[src/rtl/tl_pkg.sv]
// Shared types, light encodings and duration helpers for the intersection scheduler.
package tl_pkg;

  localparam int TL_MAX_W = 64;

  typedef enum logic [2:0] {
    A_GREEN  = 3'd0,
    A_YELLOW = 3'd1,
    CLR_AB   = 3'd2,
    B_GREEN  = 3'd3,
    B_YELLOW = 3'd4,
    CLR_BA   = 3'd5
  } phase_e;

  localparam logic [2:0] LT_GREEN  = 3'b100;
  localparam logic [2:0] LT_YELLOW = 3'b010;
  localparam logic [2:0] LT_RED    = 3'b001;

  function automatic logic [TL_MAX_W-1:0] eff_dur(input logic [TL_MAX_W-1:0] x,
                                                 input logic [TL_MAX_W-1:0] floor_v);
    return (x < floor_v) ? floor_v : x;
  endfunction

  function automatic phase_e next_phase(input phase_e p);
    case (p)
      A_GREEN:  return A_YELLOW;
      A_YELLOW: return CLR_AB;
      CLR_AB:   return B_GREEN;
      B_GREEN:  return B_YELLOW;
      B_YELLOW: return CLR_BA;
      default:  return A_GREEN;
    endcase
  endfunction

endpackage

[src/rtl/tl_phase_timer.sv]
// Phase timer: latches the phase duration on load and counts cycles elapsed in the phase.
module tl_phase_timer #(
  parameter int CNT_W = 32
) (
  input  logic             clk,
  input  logic             load,
  input  logic [CNT_W-1:0] load_val,
  input  logic             saturate,
  output logic [CNT_W-1:0] cnt,
  output logic             done
);

  localparam logic [CNT_W-1:0] ONE = {{(CNT_W-1){1'b0}}, 1'b1};

  logic [CNT_W-1:0] cnt_q;
  logic [CNT_W-1:0] dur_q;

  // load_val is always >= 1, so dur_q - 1 never wraps
  assign done = (cnt_q == dur_q - ONE);
  assign cnt  = cnt_q;

  always_ff @(posedge clk) begin
    if (load) begin
      cnt_q <= '0;
      dur_q <= load_val;
    end else if (!done) begin
      cnt_q <= cnt_q + ONE;
    end else if (!saturate) begin
      cnt_q <= '0;
    end
  end

endmodule

[src/rtl/intersection_scheduler.sv]
// Two-approach intersection phase scheduler (main road A, side road B).
// Optional pedestrian walk support is enabled with the TL_PED_WALK_EN macro.
module intersection_scheduler
  import tl_pkg::*;
#(
  parameter int CNT_W       = 32,
  parameter int MIN_GREEN_A = 2
) (
  input  logic             clk,
  input  logic             reset,
  input  logic [CNT_W-1:0] durGreen,
  input  logic [CNT_W-1:0] durYellow,
  input  logic [CNT_W-1:0] durAllRed,
  input  logic             side_req,
`ifdef TL_PED_WALK_EN
  input  logic             ped_req,
  output logic             walk,
`endif
  output logic [2:0]       lightA,
  output logic [2:0]       lightB,
  output logic [2:0]       phase_q,
  output logic [CNT_W-1:0] cnt_q,
  output logic             req_pend
);

  phase_e           phase_r, phase_d, tgt;
  logic             done, advance, req_in, tmr_load;
  logic [CNT_W-1:0] tmr_val;
  logic [2:0]       light_a_d, light_b_d;

`ifdef TL_PED_WALK_EN
  assign req_in = side_req | ped_req;
`else
  assign req_in = side_req;
`endif

  assign phase_q = phase_r;

  tl_phase_timer #(.CNT_W(CNT_W)) u_timer (
    .clk      (clk),
    .load     (tmr_load),
    .load_val (tmr_val),
    .saturate (phase_r == A_GREEN),
    .cnt      (cnt_q),
    .done     (done)
  );

  always_ff @(posedge clk) begin
    if (!reset) begin
      phase_r  <= CLR_BA;
      req_pend <= 1'b0;
    end else begin
      phase_r <= phase_d;
      // the clear on B_GREEN entry wins over a coincident request
      if (advance && phase_d == B_GREEN)
        req_pend <= 1'b0;
      else if (phase_r != B_GREEN && req_in)
        req_pend <= 1'b1;
    end
    lightA <= light_a_d;
    lightB <= light_b_d;
  end

  // tgt is the phase being held or entered; reset forces the all-red entry
  always_comb begin
    advance  = (phase_r == A_GREEN) ? (done && (req_pend || req_in)) : done;
    phase_d  = advance ? next_phase(phase_r) : phase_r;
    tgt      = reset ? phase_d : CLR_BA;
    tmr_load = !reset || advance;
    case (tgt)
      A_GREEN:            tmr_val = CNT_W'(eff_dur(TL_MAX_W'(durGreen), TL_MAX_W'(MIN_GREEN_A)));
      B_GREEN:            tmr_val = CNT_W'(eff_dur(TL_MAX_W'(durGreen), TL_MAX_W'(1)));
      A_YELLOW, B_YELLOW: tmr_val = CNT_W'(eff_dur(TL_MAX_W'(durYellow), TL_MAX_W'(1)));
      default:            tmr_val = CNT_W'(eff_dur(TL_MAX_W'(durAllRed), TL_MAX_W'(1)));
    endcase
  end

  always_comb begin
    light_a_d = LT_RED;
    light_b_d = LT_RED;
    case (tgt)
      A_GREEN:  light_a_d = LT_GREEN;
      A_YELLOW: light_a_d = LT_YELLOW;
      B_GREEN:  light_b_d = LT_GREEN;
      B_YELLOW: light_b_d = LT_YELLOW;
      default:  ;
    endcase
  end

`ifdef TL_PED_WALK_EN
  logic [TL_MAX_W-1:0] walk_dg, walk_dy, walk_len;
  logic [CNT_W-1:0]    walk_rem;

  always_comb begin
    walk_dg  = eff_dur(TL_MAX_W'(durGreen), TL_MAX_W'(1));
    walk_dy  = eff_dur(TL_MAX_W'(durYellow), TL_MAX_W'(1));
    walk_len = (walk_dg > walk_dy) ? (walk_dg - walk_dy) : TL_MAX_W'(1);
  end

  always_ff @(posedge clk) begin
    if (!reset) begin
      walk     <= 1'b0;
      walk_rem <= '0;
    end else if (advance && phase_d == B_GREEN) begin
      walk     <= 1'b1;
      walk_rem <= CNT_W'(walk_len - TL_MAX_W'(1));
    end else if (phase_r == B_GREEN && walk_rem != '0) begin
      walk_rem <= walk_rem - {{(CNT_W-1){1'b0}}, 1'b1};
    end else begin
      walk <= 1'b0;
    end
  end
`endif

endmodule

[config.mk]
export PLATFORM = sky130hd
export DESIGN_NAME = intersection_scheduler
export DESIGN_NICKNAME = d
export VERILOG_FILES = /design/src/rtl/tl_pkg.sv /design/src/rtl/tl_phase_timer.sv /design/src/rtl/intersection_scheduler.sv
export SDC_FILE = /design/constraint.sdc
export NUM_CORES = 1
export LEC_CHECK = 0
export CAP_MARGIN = 20
export CORE_MARGIN = 8
export CORE_UTILIZATION = 40
export DETAILED_ROUTE_END_ITERATION = 10
export GPL_ROUTABILITY_DRIVEN = 0
export PLACE_DENSITY = 0.68
export SLEW_MARGIN = 25
export SYNTH_ARGS = -nofsm -noshare
export SYNTH_HDL_FRONTEND = slang
export SYNTH_SLANG_ARGS = --single-unit
export TNS_END_PERCENT = 100
[constraint.sdc]
create_clock -name clk -period 6.9 [get_ports clk]
set_input_delay 0.69 -clock clk [delete_from_list [all_inputs] [get_ports clk]]
set_output_delay 0.69 -clock clk [all_outputs]
set_load 0.02 [all_outputs]
==> results.toml, run 1 <==
[cts]
cts_root_buf = "clkbuf_16"
cts_buffer_depth = 2
htreeDepth = 3
cts.repair.resized = 0
cts_hold_buf = 0
cts_buffers = 9
clock_sinks = 74
post_cts_buffers = 0
clk_latency_ps = 340
cts_tree = "done"
clkTransAtPathRegs_ps = 60

[sta]
maxSlewViolCount = 0
clock_skew_ps = 5.245
fmax_mhz = 179.1
fin_hold_ws_ps = 575.7
finalHoldViolations = 0
period_minus_slack_ps = 5582
rsz0062_at_grt = "no"
slew_headroom = 0.3577
tightestPinTransition_ps = 963.5
finalSetupViolCount = 0
setup-tns-final_ps = 0
finalCritPeriodShare = 0.8090

[final_layout]
final_cell_mix = "140 x clkdlybuf4s50_1, 72 x nor2_1, 42 x dfxtp_1, 36 x nor4_1, 33 x o21ai_0"
drive_above_1_share = 0.04941
postLayoutCellArea_um2 = 7211
antenna_cells = 0
nNetsFinal = 865
area_growth_pct = 35.00
final_common_cell = "clkdlybuf4s50_1"

[synthesis]
netlist_area_um2 = 5341
yosysSeqAreaShare = 0.3373
synth_nets = 743
synth_top_family_by_area = "simple AND/OR/NAND/NOR gates"
yosysUniqueCellTypes = 66
synthCells = 642
async_flop_share = 0
synth_compound_area_frac = 0.2520
synthAdderAreaFrac = 0.004685
synth_edf_count = 32
synthFlopType = "dfxtp_1"
synth_xor_area_frac = 0.07707
synth-seq-cells = 74
syn_avg_cell_area_um2 = 8.320
yosysWarningCount = 0
synthSimpleGateAreaFrac = 0.2647
synthMuxAreaShare = 0.02202

[global_route]
grt_remaining_overflow = 0
grt_use_total = 0.2164
antenna_found_initial = 0
grt_pass1_wl_um = 30640
grt_max_degree = 52
grt_pass1_vias = 5809

[worst_setup_path]
worstSetupEndpointType = "flip-flop"
worstPathArrival_ps = 5640
cp-start-kind = "flip-flop"
worstReg2RegEnd = "u_timer.dur_q[1]"
worst-setup-path-type = "reg -> reg"
ff2ff_path_depth = 11
reg2reg_slack_ps = 1320
required_ps = 6960
worstPathMaxFanout = 30
rr_startpoint = "u_timer.dur_q[7]"

[min_path]
min_to = "u_timer.cnt[1]"
worstHoldStart = "u_timer.cnt[1]"
holdPathStages = 2
hp-class = "reg -> reg"

[detailed_routing]
detail_route.first_pass.iterations = 6
vias_per_cell = 6.148
met3_length_um = 1649
drt-initial-drc-count = 600
wl_um = 19280
ant_nets = 0
dr_wl_met2_um = 9371
route.top_layer_used = "met4"
drc = 0
wl_met1_um = 7617
vias = 5810
wire_per_inst_um = 20.40

[pwr]
p_int_w = 0.0008635
peakVddDrop_uv = 102.7
p_sw_w = 0.0002703
swShare = 0.2384
p_comb_frac = 0.138
p_leak_nw = 2.633
clkPwrFrac = 0.428
p_total_w = 0.001134
power.density_nw_per_um2 = 157.2
seqPwrFrac = 0.433

[floorplan]
core-area_um2 = 13140
die-area_um2 = 17310
start_util = 0.4066
rows = 42
die_y_um = 131.6
die_w_um = 131.6
io_pins = 141

[place]
placed_area_um2 = 6883
io_buffers = 140
dp_hpwl_um = 15240

[flow_run]
max_cap_viol_count = 0

[run_status]
status = "complete, no violations"
## stage by stage
stage          utilization  cells  worst slack [ps]
2_1_floorplan            -    642              2336
3_3_place_gp        0.5226    929              1281
3_5_place_dp        0.5239    929              1262
4_1_cts             0.5482    945              1244
5_1_grt             0.5489    945             934.6
6_report            0.5489    945              1318
## power by group through the flow
stage	registers (W)	clock network (W)	logic [W]
6_report	0.000491	0.000486	0.000157
5_1_grt	0.000493	0.000514	0.000167
4_1_cts	0.000491	0.000494	0.000154
3_5_place_dp	0.000500	0	0.000153
3_3_place_gp	0.000500	0	0.000152
2_1_floorplan	0.000495	0	0.0000642
## cell type report
cell class	instances	area, um2
inverter	16	60.06
tap	176	220.2
multi-input combinational	516	3356
clock inverter	2	13.76
timing repair buffer	147	1454
fill	1224	5927
clock buffer	14	305.3
sequential	74	1802
## logic make-up after synthesis
kind of cell,Yosys count
flops,74
buf+inv,52
simple gates,264
fa+ha+maj,2
compound gates,192
xor+xnor,47
mux,11
## worst max path at each step
stage,end,startpoint,cells past startpoint
floorplan,u_timer.dur_q[0],u_timer.dur_q[7],12
global placement,u_timer.dur_q[1],u_timer.dur_q[4],11
detailed placement,u_timer.dur_q[1],u_timer.dur_q[0],13
CTS,u_timer.dur_q[1],u_timer.dur_q[0],13
global route,u_timer.dur_q[1],u_timer.dur_q[7],11
finish,u_timer.dur_q[1],u_timer.dur_q[7],11
## cells in the mapped netlist, drive strengths merged (6+ instances only)
master   n  area [um2]
a31oi   12       75.07
a21oi   33       168.9
a22o    29       254.0
xnor2   23       201.4
edfxtp  32       960.9
o21ai   34       173.9
a211oi  11       82.58
dfxtp   42       840.8
inv     16       60.06
nand4   16       100.1
mux2     6       67.56
and2     9       56.31
a21o    31       232.7
nor3    19       95.09
nor2    72       270.3
or4      8       60.06
buf     10       66.31
xor2    24       210.2
clkbuf  26       98.84
nand3   21       105.1
nor4    37       231.5
or3      8       50.05
and3    15       93.84
nand2   28       105.1
## per-layer routing
metal,vias up,global-route usage
li1,2728,-
met3,49,0.06136
met2,290,0.3625
met5,-,0
met4,0,0.09381
met1,2743,0.2533
## critical path, cell delays in order, from the launching register on
cell	delay [ps]
edfxtp_1	510
nor4_1	770
nand4_1	440
a2111oi_0	700
o211a_1	220
o2111ai_1	160
nor4_4	640
buf_4	280
mux2i_1	270
o22a_1	810
a22oi_1	170
o21ai_0	310
## sequential cells by signal, summed over array words and instances, names as in the netlist
| register | count |
|---|---|
| lightA | 3 |
| phase_q | 3 |
| req_pend | 1 |
| lightB | 3 |
| u_timer.cnt | 32 |
| u_timer.dur_q | 32 |
(Power assumes the default switching activity.)
==> inputs of run 2 (changes only) <==
==> constraint.sdc (replaced) <==
create_clock -name clk -period 5.53 [get_ports clk]
set_input_delay 0.553 -clock clk [delete_from_list [all_inputs] [get_ports clk]]
set_output_delay 0.553 -clock clk [all_outputs]
set_load 0.02 [all_outputs]
==> run 2 against run 1 <==
  * Worst setup slack worse by 700 ps
  * Non-clock buffer count grew 4
  * Cell count up 0.42%
  * Largest cell class unchanged
  * Worst hold slack got worse by 33 ps
  * Die area is the same
  * Utilization is 0.095 points lower
==> results.toml, run 2 (same netlist as run 1, synthesis figures left out) <==
[worst_setup_path]
reg2reg_slack_ps = 620
worstPathMaxFanout = 29
slowest_stage = "or4b_1"
worstReg2RegEnd = "u_timer.dur_q[9]"
rr_startpoint = "u_timer.dur_q[0]"
worstPathArrival_ps = 5000
crit_chain = "inv_1 -> ha_1 -> or3b_1 -> or4_1 -> a22oi_1 -> o2111ai_1 -> or4b_1 -> or4b_1 -> or2_0 -> buf_4 -> o21ai_2 -> a21oi_2 -> buf_4 -> a21o_1"
crit_family = "simple AND/OR/NAND/NOR gates"
crit_buf_inv = 3
critPathMaxStageDelay_ps = 660
worstSetupEndpointType = "flip-flop"
required_ps = 5620
startpoint = "u_timer.dur_q[0]"
worst-setup-path-type = "reg -> reg"
ff2ff_path_depth = 14
cp-start-kind = "flip-flop"

[cts]
cts_tree = "done"
post_cts_buffers = 0
clk_latency_ps = 340
clock_sinks = 74
cts.repair.resized = 0
cts_buffer_depth = 2
cts_buffers = 9
cts_root_buf = "clkbuf_16"
clkTransAtPathRegs_ps = 60
htreeDepth = 3
cts_hold_buf = 0

[sta]
slew_headroom = 0.4797
maxSlewViolCount = 0
tightestPinTransition_ps = 760.8
period_minus_slack_ps = 4909
rsz0062_at_grt = "no"
finalHoldViolations = 0
finalSetupViolCount = 0
finalCritPeriodShare = 0.8877
fmax_mhz = 203.7
clock_skew_ps = 10.80
setup-tns-final_ps = 0

[detailed_routing]
detail_route.first_pass.iterations = 5
wl_um = 19110
drt-initial-drc-count = 558
ant_nets = 0
wire_per_inst_um = 20.14
drc = 0
vias_per_cell = 6.138
vias = 5825

[pwr]
p_leak_nw = 2.632
power.density_nw_per_um2 = 193.4
peakVddDrop_uv = 144.1

[place]
placed_area_um2 = 6895
dp_hpwl_um = 15340
io_buffers = 140
dpl.cell_count = 933

[final_layout]
fin_cells = 949
area_growth_pct = 34.76
final_common_cell = "clkdlybuf4s50_1"
drive_above_1_share = 0.05175
antenna_cells = 0
final_cell_mix = "140 x clkdlybuf4s50_1, 72 x nor2_1, 42 x dfxtp_1, 36 x nor4_1, 33 x o21ai_0"
nNetsFinal = 869
postLayoutCellArea_um2 = 7198

[floorplan]
rows = 42
io_pins = 141
die_w_um = 131.6
core-area_um2 = 13140
start_util = 0.4066
die_y_um = 131.6
die-area_um2 = 17310

[min_path]
worstHoldStart = "u_timer.cnt[7]"
hp-class = "reg -> reg"
min_to = "u_timer.cnt[7]"
holdPathStages = 1

[global_route]
grt_pass1_vias = 5752
grt_use_total = 0.2135
grt_max_degree = 65
antenna_found_initial = 0
grt_pass1_wl_um = 30340
grt_remaining_overflow = 0

[flow_run]
max_cap_viol_count = 0

[run_status]
status = "complete, no violations"
## run 2: worst max path at each step
stage / to / cells after the start
after floorplan: u_timer.dur_q[0] / 12
after global placement: u_timer.dur_q[7] / 14
after detailed placement: u_timer.dur_q[26] / 14
after CTS: u_timer.dur_q[9] / 14
after global routing: u_timer.dur_q[9] / 14
final: u_timer.dur_q[9] / 14
## run 2: report_power, final
group | leakage (nW) | total (W) | internal (W) | switching (W)
Combinational | 1.83 | 0.000192 | 0.000108 | 0.0000841
Sequential | 0.652 | 0.000614 | 0.000589 | 0.0000252
Clock | 0.153 | 0.000586 | 0.000360 | 0.000226
## run 2: area by class of cell
class	count	area [um2]
Tap cell	176	220.2
Clock buffer	13	284.0
Inverter	16	60.06
Clock inverter	3	18.77
Fill cell	1205	5939
Sequential cell	74	1802
Multi-Input combinational cell	516	3329
Timing Repair Buffer	151	1484
## run 2: metal layers
| metal | vias up | wire (um) | track usage |
|---|---|---|---|
| met5 | - | 0 | 0 |
| met4 | 0 | 538 | 0.07722 |
| met3 | 42 | 1361 | 0.05221 |
| met2 | 265 | 9419 | 0.3651 |
| met1 | 2784 | 7794 | 0.2546 |
| li1 | 2734 | - | - |
## run 2: per-stage QoR
| stage | setup slack (ps) | hold slack, ps | util | power, W |
|---|---|---|---|---|
| final | 620.9 | 542.4 | 0.5479 | 0.001392 |
| after global routing | 335.0 | 573.0 | 0.5479 | 0.001441 |
| after CTS | 692.9 | 549.2 | 0.5479 | 0.001401 |
| after detailed placement | 726.8 | 539.6 | 0.5249 | 0.0008138 |
| after global placement | 840.6 | 541.0 | 0.5249 | 0.0008122 |
| after floorplan | 965.6 | 590.4 | - | 0.0006973 |
==> inputs of run 3 (changes only) <==
--- a/config.mk
+++ b/config.mk
@@ -6,6 +6,7 @@
 export NUM_CORES = 1
 export LEC_CHECK = 0
 export CAP_MARGIN = 20
+export CORE_ASPECT_RATIO = 2
 export CORE_MARGIN = 8
 export CORE_UTILIZATION = 40
 export DETAILED_ROUTE_END_ITERATION = 10
==> run 3 against run 2 <==
  * Global-route usage rose by 0.70 points
  * Flip-flop and latch count is the same
  * Design area is 0.52% lower
  * Clock-buffer cell count is 4 lower
  * Register-to-register slack hardly changed
  * Critical path type unchanged
  * Largest power group unchanged
  * Worst hold slack improved by 56 ps
  * Die area is 1.3% higher
==> results.toml, run 3 (same netlist as run 1, synthesis figures left out) <==
[sta]
finalHoldViolations = 0
fmax_mhz = 204.0
maxSlewViolCount = 0
finalSetupViolCount = 0
rsz0062_at_grt = "no"
slew_headroom = 0.2605
period_minus_slack_ps = 4902
setup-tns-final_ps = 0
tightestPinTransition_ps = 1094
clock_skew_ps = 17.42
finalCritPeriodShare = 0.8864
fin_hold_ws_ps = 598.0

[worst_setup_path]
worst-setup-path-type = "reg -> reg"
cp-start-kind = "flip-flop"
worstPathArrival_ps = 5050
startpoint = "u_timer.dur_q[7]"
required_ps = 5680
worstPathMaxFanout = 32
worstSetupEndpointType = "flip-flop"
rr_startpoint = "u_timer.dur_q[7]"

[detailed_routing]
wire_per_inst_um = 21.36
drc = 0
ant_nets = 0
vias = 5835
wl_um = 19820
vias_per_cell = 6.288
drt-initial-drc-count = 478
detail_route.first_pass.iterations = 5

[global_route]
grt_max_degree = 33
grt_pass1_vias = 5763
antenna_found_initial = 0
grt_remaining_overflow = 0
grt_pass1_wl_um = 31110
grt_use_total = 0.2206

[place]
placed_area_um2 = 6869
dp_hpwl_um = 15580
io_buffers = 140
dpl.cell_count = 912

[pwr]
peakVddDrop_uv = 146.9
p_leak_nw = 2.624
power.density_nw_per_um2 = 193.8

[final_layout]
final_common_cell = "clkdlybuf4s50_1"
area_growth_pct = 34.06
drive_above_1_share = 0.05304
postLayoutCellArea_um2 = 7161
antenna_cells = 0
final_cell_mix = "140 x clkdlybuf4s50_1, 72 x nor2_1, 42 x dfxtp_1, 36 x nor4_1, 33 x o21ai_0"
nNetsFinal = 869
fillers = 1251
fin_cells = 928

[run_status]
status = "complete, no violations"

[cts]
cts_tree = "done"
cts_buffer_depth = 2
cts_hold_buf = 0
cts_root_buf = "clkbuf_16"
clk_latency_ps = 350
htreeDepth = 3
post_cts_buffers = 0
clock_sinks = 74
clkTransAtPathRegs_ps = 60
cts_buffers = 9
cts.repair.resized = 0

[flow_run]
max_cap_viol_count = 0

[floorplan]
start_util = 0.4020
core-area_um2 = 13290
die_y_um = 179.4
die_w_um = 97.71
rows = 60
die-area_um2 = 17530
io_pins = 141

[min_path]
hp-class = "reg -> reg"
worstHoldStart = "req_pend"
-- run 3: worst paths after layout --
path                           end  slack, ps  cells after the start
setup / recovery  u_timer.dur_q[0]        630                     12
hold / removal            req_pend        600                      3
setup reg to reg  u_timer.dur_q[0]        630                     12
hold reg to reg           req_pend        600                      3
-- run 3: layer usage --
metal | global-route usage | share of wire
met4 | 0.09874 | 0.038
met3 | 0.05573 | 0.078
met2 | 0.3790 | 0.50
met1 | 0.2487 | 0.39
met5 | 0 | 0
-- run 3: report_power, final --
part / leakage, nW / switching (W) / internal [W]
Sequential: 0.652 / 0.0000267 / 0.000588
Combinational: 1.83 / 0.0000862 / 0.000109
Clock: 0.145 / 0.000261 / 0.000317
Total: 2.62 / 0.000374 / 0.00101
-- run 3: area by class of cell --
| cell class | count | area [um2] | area share |
|---|---|---|---|
| multi-input cells | 516 | 3329 | 0.4650 |
| flip-flops and latches | 74 | 1802 | 0.2516 |
| repair buffers | 151 | 1484 | 0.2072 |
| clock buffers | 9 | 225.2 | 0.03145 |
| well taps | 155 | 193.9 | 0.02708 |
| clock inverters | 7 | 66.31 | 0.009261 |
| inverters | 16 | 60.06 | 0.008387 |
-- run 3: critical path, cell delays in order, from the launching register on --
cell,delay [ps]
edfxtp_1,500
or4_1,670
nor4b_1,970
and3_1,300
o311ai_0,170
o21ai_0,290
nor4_2,70
buf_4,210
or4_1,430
a31oi_2,130
buf_4,340
o21ai_0,290
a32oi_1,320
-- run 3: stage by stage --
stage                       util  power [W]  setup slack, ps
after floorplan                -  0.0006973            965.6
after global placement    0.5169  0.0008173            817.4
after detailed placement  0.5169  0.0008172            841.9
after CTS                 0.5389   0.001398            807.0
after global routing      0.5389   0.001436            388.8
final                     0.5389   0.001388            628.3
==> RTL change 1: new RTL, settings of run 2 <==
Put a register stage on the output `cnt_q`, without a reset. The value now appears one clock later. The other outputs are not delayed to match.
--- a/src/rtl/intersection_scheduler.sv
+++ b/src/rtl/intersection_scheduler.sv
@@ -23,6 +23,8 @@
   output logic             req_pend
 );
 
+  logic [CNT_W-1:0] cnt_q_d;
+
   phase_e           phase_r, phase_d, tgt;
   logic             done, advance, req_in, tmr_load;
   logic [CNT_W-1:0] tmr_val;
@@ -41,7 +43,7 @@
     .load     (tmr_load),
     .load_val (tmr_val),
     .saturate (phase_r == A_GREEN),
-    .cnt      (cnt_q),
+    .cnt      (cnt_q_d),
     .done     (done)
   );
 
@@ -112,5 +114,9 @@
   end
 `endif
 
+  always_ff @(posedge clk) begin
+    cnt_q <= cnt_q_d;
+  end
+
 endmodule
 
Function: changed (Yosys sat finds a counterexample within 4 cycles, from zero or initial values).
==> RTL change 1 against run 2 <==
- final area is 8.4% higher
- total power is 19% higher
- via count is 4.6% higher
- wire length is 2.0% higher
- global-route usage is 1.9 points lower
- sequential cell count is 32 higher
- combinational power is 2% lower
- setup slack worse by 0.14 ns
- synthesized area is 12% higher
- critical endpoint is now u_timer.dur_q[20]$_DFFE_PP_
- largest power group unchanged
==> RTL change 1: results (changes against run 2) <==
| Metric | Value |
|---|---|
| Final Skew | `0.0110 ns (+0.000183 ns)` |
| Seq. pwr | `0.845 mW (+38%)` |
| Outcome | `complete, no violations` |
| Lkg Pwr | `2.54 nW (-3.7%)` |
| Slew HR | `0.392 (-0.0878)` |
| Min-Delay Endpoint | `cnt_q[24]$_DFF_P_` |
| Vias in the first global route | `5836 (+1.5%)` |
| Adder-cell share of the synthesized area | `0.00418 (-0.000505)` |
| Multi-input combinational area share | `0.428 (-0.0341)` |
| Pwr/cell area | `212 nW/µm² (+9.7%)` |
| Signal buf overhead | `0.186 (-0.0198)` |
| Flop-to-flop setup slack | `0.49 ns (-0.14 ns)` |
| Fill count | `1279 (+6.1%)` |
| Setup WS pre-CTS | `0.614 ns (-0.112 ns)` |
| Min Hold Slack | `0.429 ns (-0.113 ns)` |
| Clock buffers | `10 (-3)` |
| Synth top area cells | `dfxtp_1 (25%), edfxtp_1 (16%), a221o_1 (5.2%)` |
| Drt total wl | `19500 µm (+2.0%)` |
| Post-synth top cells | `dfxtp_1 (74), nor2_1 (62), a21oi_1 (40), nor4_1 (39), nand2_1 (35)` |
| DRT met1 WL | `7890 µm (+1.2%)` |
| Register area share after synthesis | `0.408 (+0.0706)` |
| Max VDD drop | `140 µV (-2.9%)` |
| Mean Syn Cell Area | `9.11 µm² (+9.5%)` |
| Met3 wire len | `2330 µm (+71%)` |
| Met3 usage | `0.0623 (+0.0101)` |
| Post-synthesis mux area share | `0.00334 (-0.0187)` |
| Clock network power | `0.623 mW (+6.3%)` |
| Share of cells above drive strength 1 | `0.0573 (+0.00551)` |
| Per-cell routed wire length | `20.1 µm (-0.24%)` |
| Largest net degree at the start of global routing | `33 (-49%)` |
| GRT Overall Usage | `0.195 (-0.0189)` |
| Area after DPL | `7510 µm² (+9.0%)` |
| Sequential cells | `106 (+43%)` |
| Non-clock buffer total of the final layout | `147 (-2.6%)` |
| Worst Min Path Start | `u_timer.cnt[24]$_SDFFE_PP0P_` |
| Max Freq | `0.198 GHz (-2.7%)` |
| Dpl hpwl | `15400 µm (+0.58%)` |
| DIE WIDTH | `138 µm (+5.2%)` |
| Met2 usage | `0.298 (-0.0674)` |
| First-pass GRT wire length | `30900 µm (+2.0%)` |
| Vias | `6091 (+4.6%)` |
| R2r worst-path depth | `12 (-2)` |
| Comb_multi_in | `506 (-1.9%)` |
| CP arrival | `5.14 ns (+0.14 ns)` |
| Final #Nets | `883 (+1.6%)` |
| Sequential share of cell area | `0.313 (+0.0628)` |
-- RTL change 1: changes by cell type in the layout (fill, tap and decap cells not counted), sizes merged, moves of 7 or more --
cell	delta
and2	-8
a21oi	+7
a22o	-29
a21o	-30
and3	-7
nor2	-10
a21boi	+34
a221o	+31
dfxtp	+32
nand2	+8
-- RTL change 1: how the worst max path moves through the flow --
stage,from,endpoint
2_1_floorplan,u_timer.dur_q[0]$_DFFE_PP_,u_timer.dur_q[0]$_DFFE_PP_
3_3_place_gp,u_timer.dur_q[0]$_DFFE_PP_,u_timer.dur_q[1]$_DFFE_PP_
3_5_place_dp,u_timer.dur_q[0]$_DFFE_PP_,u_timer.dur_q[20]$_DFFE_PP_
4_1_cts,u_timer.dur_q[0]$_DFFE_PP_,u_timer.dur_q[20]$_DFFE_PP_
5_1_grt,u_timer.dur_q[0]$_DFFE_PP_,u_timer.dur_q[1]$_DFFE_PP_
6_report,u_timer.dur_q[0]$_DFFE_PP_,u_timer.dur_q[20]$_DFFE_PP_
==> RTL change 2: new RTL, flow settings as in run 2 <==
Made on the original files. `CNT_W` is set to 32 in 2 places; all go to 36.
--- a/src/rtl/tl_phase_timer.sv
+++ b/src/rtl/tl_phase_timer.sv
@@ -1,6 +1,6 @@
 // Phase timer: latches the phase duration on load and counts cycles elapsed in the phase.
 module tl_phase_timer #(
-  parameter int CNT_W = 32
+  parameter int CNT_W = 36
 ) (
   input  logic             clk,
   input  logic             load,
--- a/src/rtl/intersection_scheduler.sv
+++ b/src/rtl/intersection_scheduler.sv
@@ -3,7 +3,7 @@
 module intersection_scheduler
   import tl_pkg::*;
 #(
-  parameter int CNT_W       = 32,
+  parameter int CNT_W       = 36,
   parameter int MIN_GREEN_A = 2
 ) (
   input  logic             clk,
Interface: changed (resized cnt_q, durAllRed, durGreen and durYellow); port bits go from 141 to 157. No check against the original RTL was run, so the function may have changed too.
==> RTL change 2 against run 2 <==
- total power is 5.3% higher
- final area is 9.7% higher
- setup slack better by 0.14 ns
- sequential cell count is 8 higher
- count of clock-buffer cells in the layout is 1 lower
- synthesized area is 12% higher
- wire length is 13% higher
- combinational power is 7% higher
- global-route usage is 0.46 points higher
- first-iteration DRC count is 4.3% higher
==> RTL change 2: results (changes against run 2) <==
| Metric | Value |
|---|---|
| Multi-input combinational area share | `0.471 (+0.00887)` |
| Fill count | `1306 (+8.4%)` |
| Clock share of power | `0.395 (-0.026)` |
| Adder-cell share of the synthesized area | `0.00418 (-0.000503)` |
| Signal buf overhead | `0.204 (-0.00181)` |
| Met1 GRT Util | `0.257 (+0.00198)` |
| CP max-delay cell | `mux2i_4` |
| Comb_multi_in | `530 (+2.7%)` |
| DRT met1 WL | `8610 µm (+11%)` |
| Via density | `6.25 (+1.8%)` |
| Non-clock buffer total of the final layout | `163 (+7.9%)` |
| Synth top area cells | `edfxtp_1 (18%), dfxtp_1 (15%), a221o_1 (5.7%)` |
| Worst Tran Pin Value | `0.800 ns (+0.0388 ns)` |
| Violation count after the first detailed-route iteration | `582 (+4.3%)` |
| Dpl hpwl | `17400 µm (+14%)` |
| CP max stage delay | `0.76 ns (+0.10 ns)` |
| Largest net degree at the start of global routing | `59 (-9.2%)` |
| Register area share after synthesis | `0.335 (-0.00273)` |
| Per-cell routed wire length | `21.8 µm (+8.5%)` |
| Sequential share of cell area | `0.253 (+0.00314)` |
| Port Buf Inserts | `156 (+11%)` |
| Final Skew | `0.00708 ns (-0.00372 ns)` |
| First-pass GRT wire length | `34300 µm (+13%)` |
| Switching Share | `0.251 (+0.0101)` |
| Layout Utilization | `0.541 (-0.00648)` |
| Inverters | `12 (-4)` |
| Met3 usage | `0.0616 (+0.00943)` |
| Post-synth top cells | `nor2_1 (50), dfxtp_1 (46), nand2_1 (39), nor4_1 (38), edfxtp_1 (36)` |
| Final clock-cell share | `0.0360 (-0.00611)` |
| GRT Overall Usage | `0.218 (+0.00462)` |
| Outcome | `complete, no violations` |
| Met2 usage | `0.373 (+0.00746)` |
| Worst Min Path Start | `u_timer.cnt[21]$_SDFFE_PP0P_` |
| Met2 WL | `10600 µm (+12%)` |
| Share of cells above drive strength 1 | `0.0735 (+0.0217)` |
| Final #Nets | `911 (+4.8%)` |
| Pwr/cell area | `186 nW/µm² (-4.0%)` |
| Clk sinks | `82 (+11%)` |
| Post-synthesis mux area share | `0.0261 (+0.00412)` |
| Vias in the first global route | `6280 (+9.2%)` |
| Mean Syn Cell Area | `9.04 µm² (+8.6%)` |
| CP arrival | `4.85 ns (-0.15 ns)` |
| Met3 wire len | `1910 µm (+40%)` |
| XOR/XNOR Fraction of Synth Area | `0.0717 (-0.00534)` |
## RTL change 2: changes by cell type in the layout (fill, tap and decap cells not counted), moves of 8 or more
cell,change
clkdlybuf4s50_1,+16
a21o_1,-28
nand2_1,+12
and3b_1,+33
o21ai_0,-10
a21oi_1,-8
nand4_1,+8
nor2_1,-22
a221o_1,+34
a22o_1,-28
## RTL change 2: through the flow
step | hold slack, ns | instances | worst slack, ns
finish | 0.565 | 987 | 0.763
global route | 0.578 | 987 | 0.466
global placement | 0.532 | 971 | 0.935
floorplan | 0.573 | 662 | 1.65
detailed placement | 0.556 | 971 | 0.839
CTS | 0.568 | 987 | 0.817
## RTL change 2: final timing paths
kind,endpoint,slack [ns],cells past startpoint
setup reg to reg,u_timer.dur_q[10]$_DFFE_PP_,0.76,11
hold / removal,u_timer.cnt[21]$_SDFFE_PP0P_,0.57,2
hold reg to reg,u_timer.cnt[21]$_SDFFE_PP0P_,0.57,2
setup / recovery,u_timer.dur_q[10]$_DFFE_PP_,0.76,11
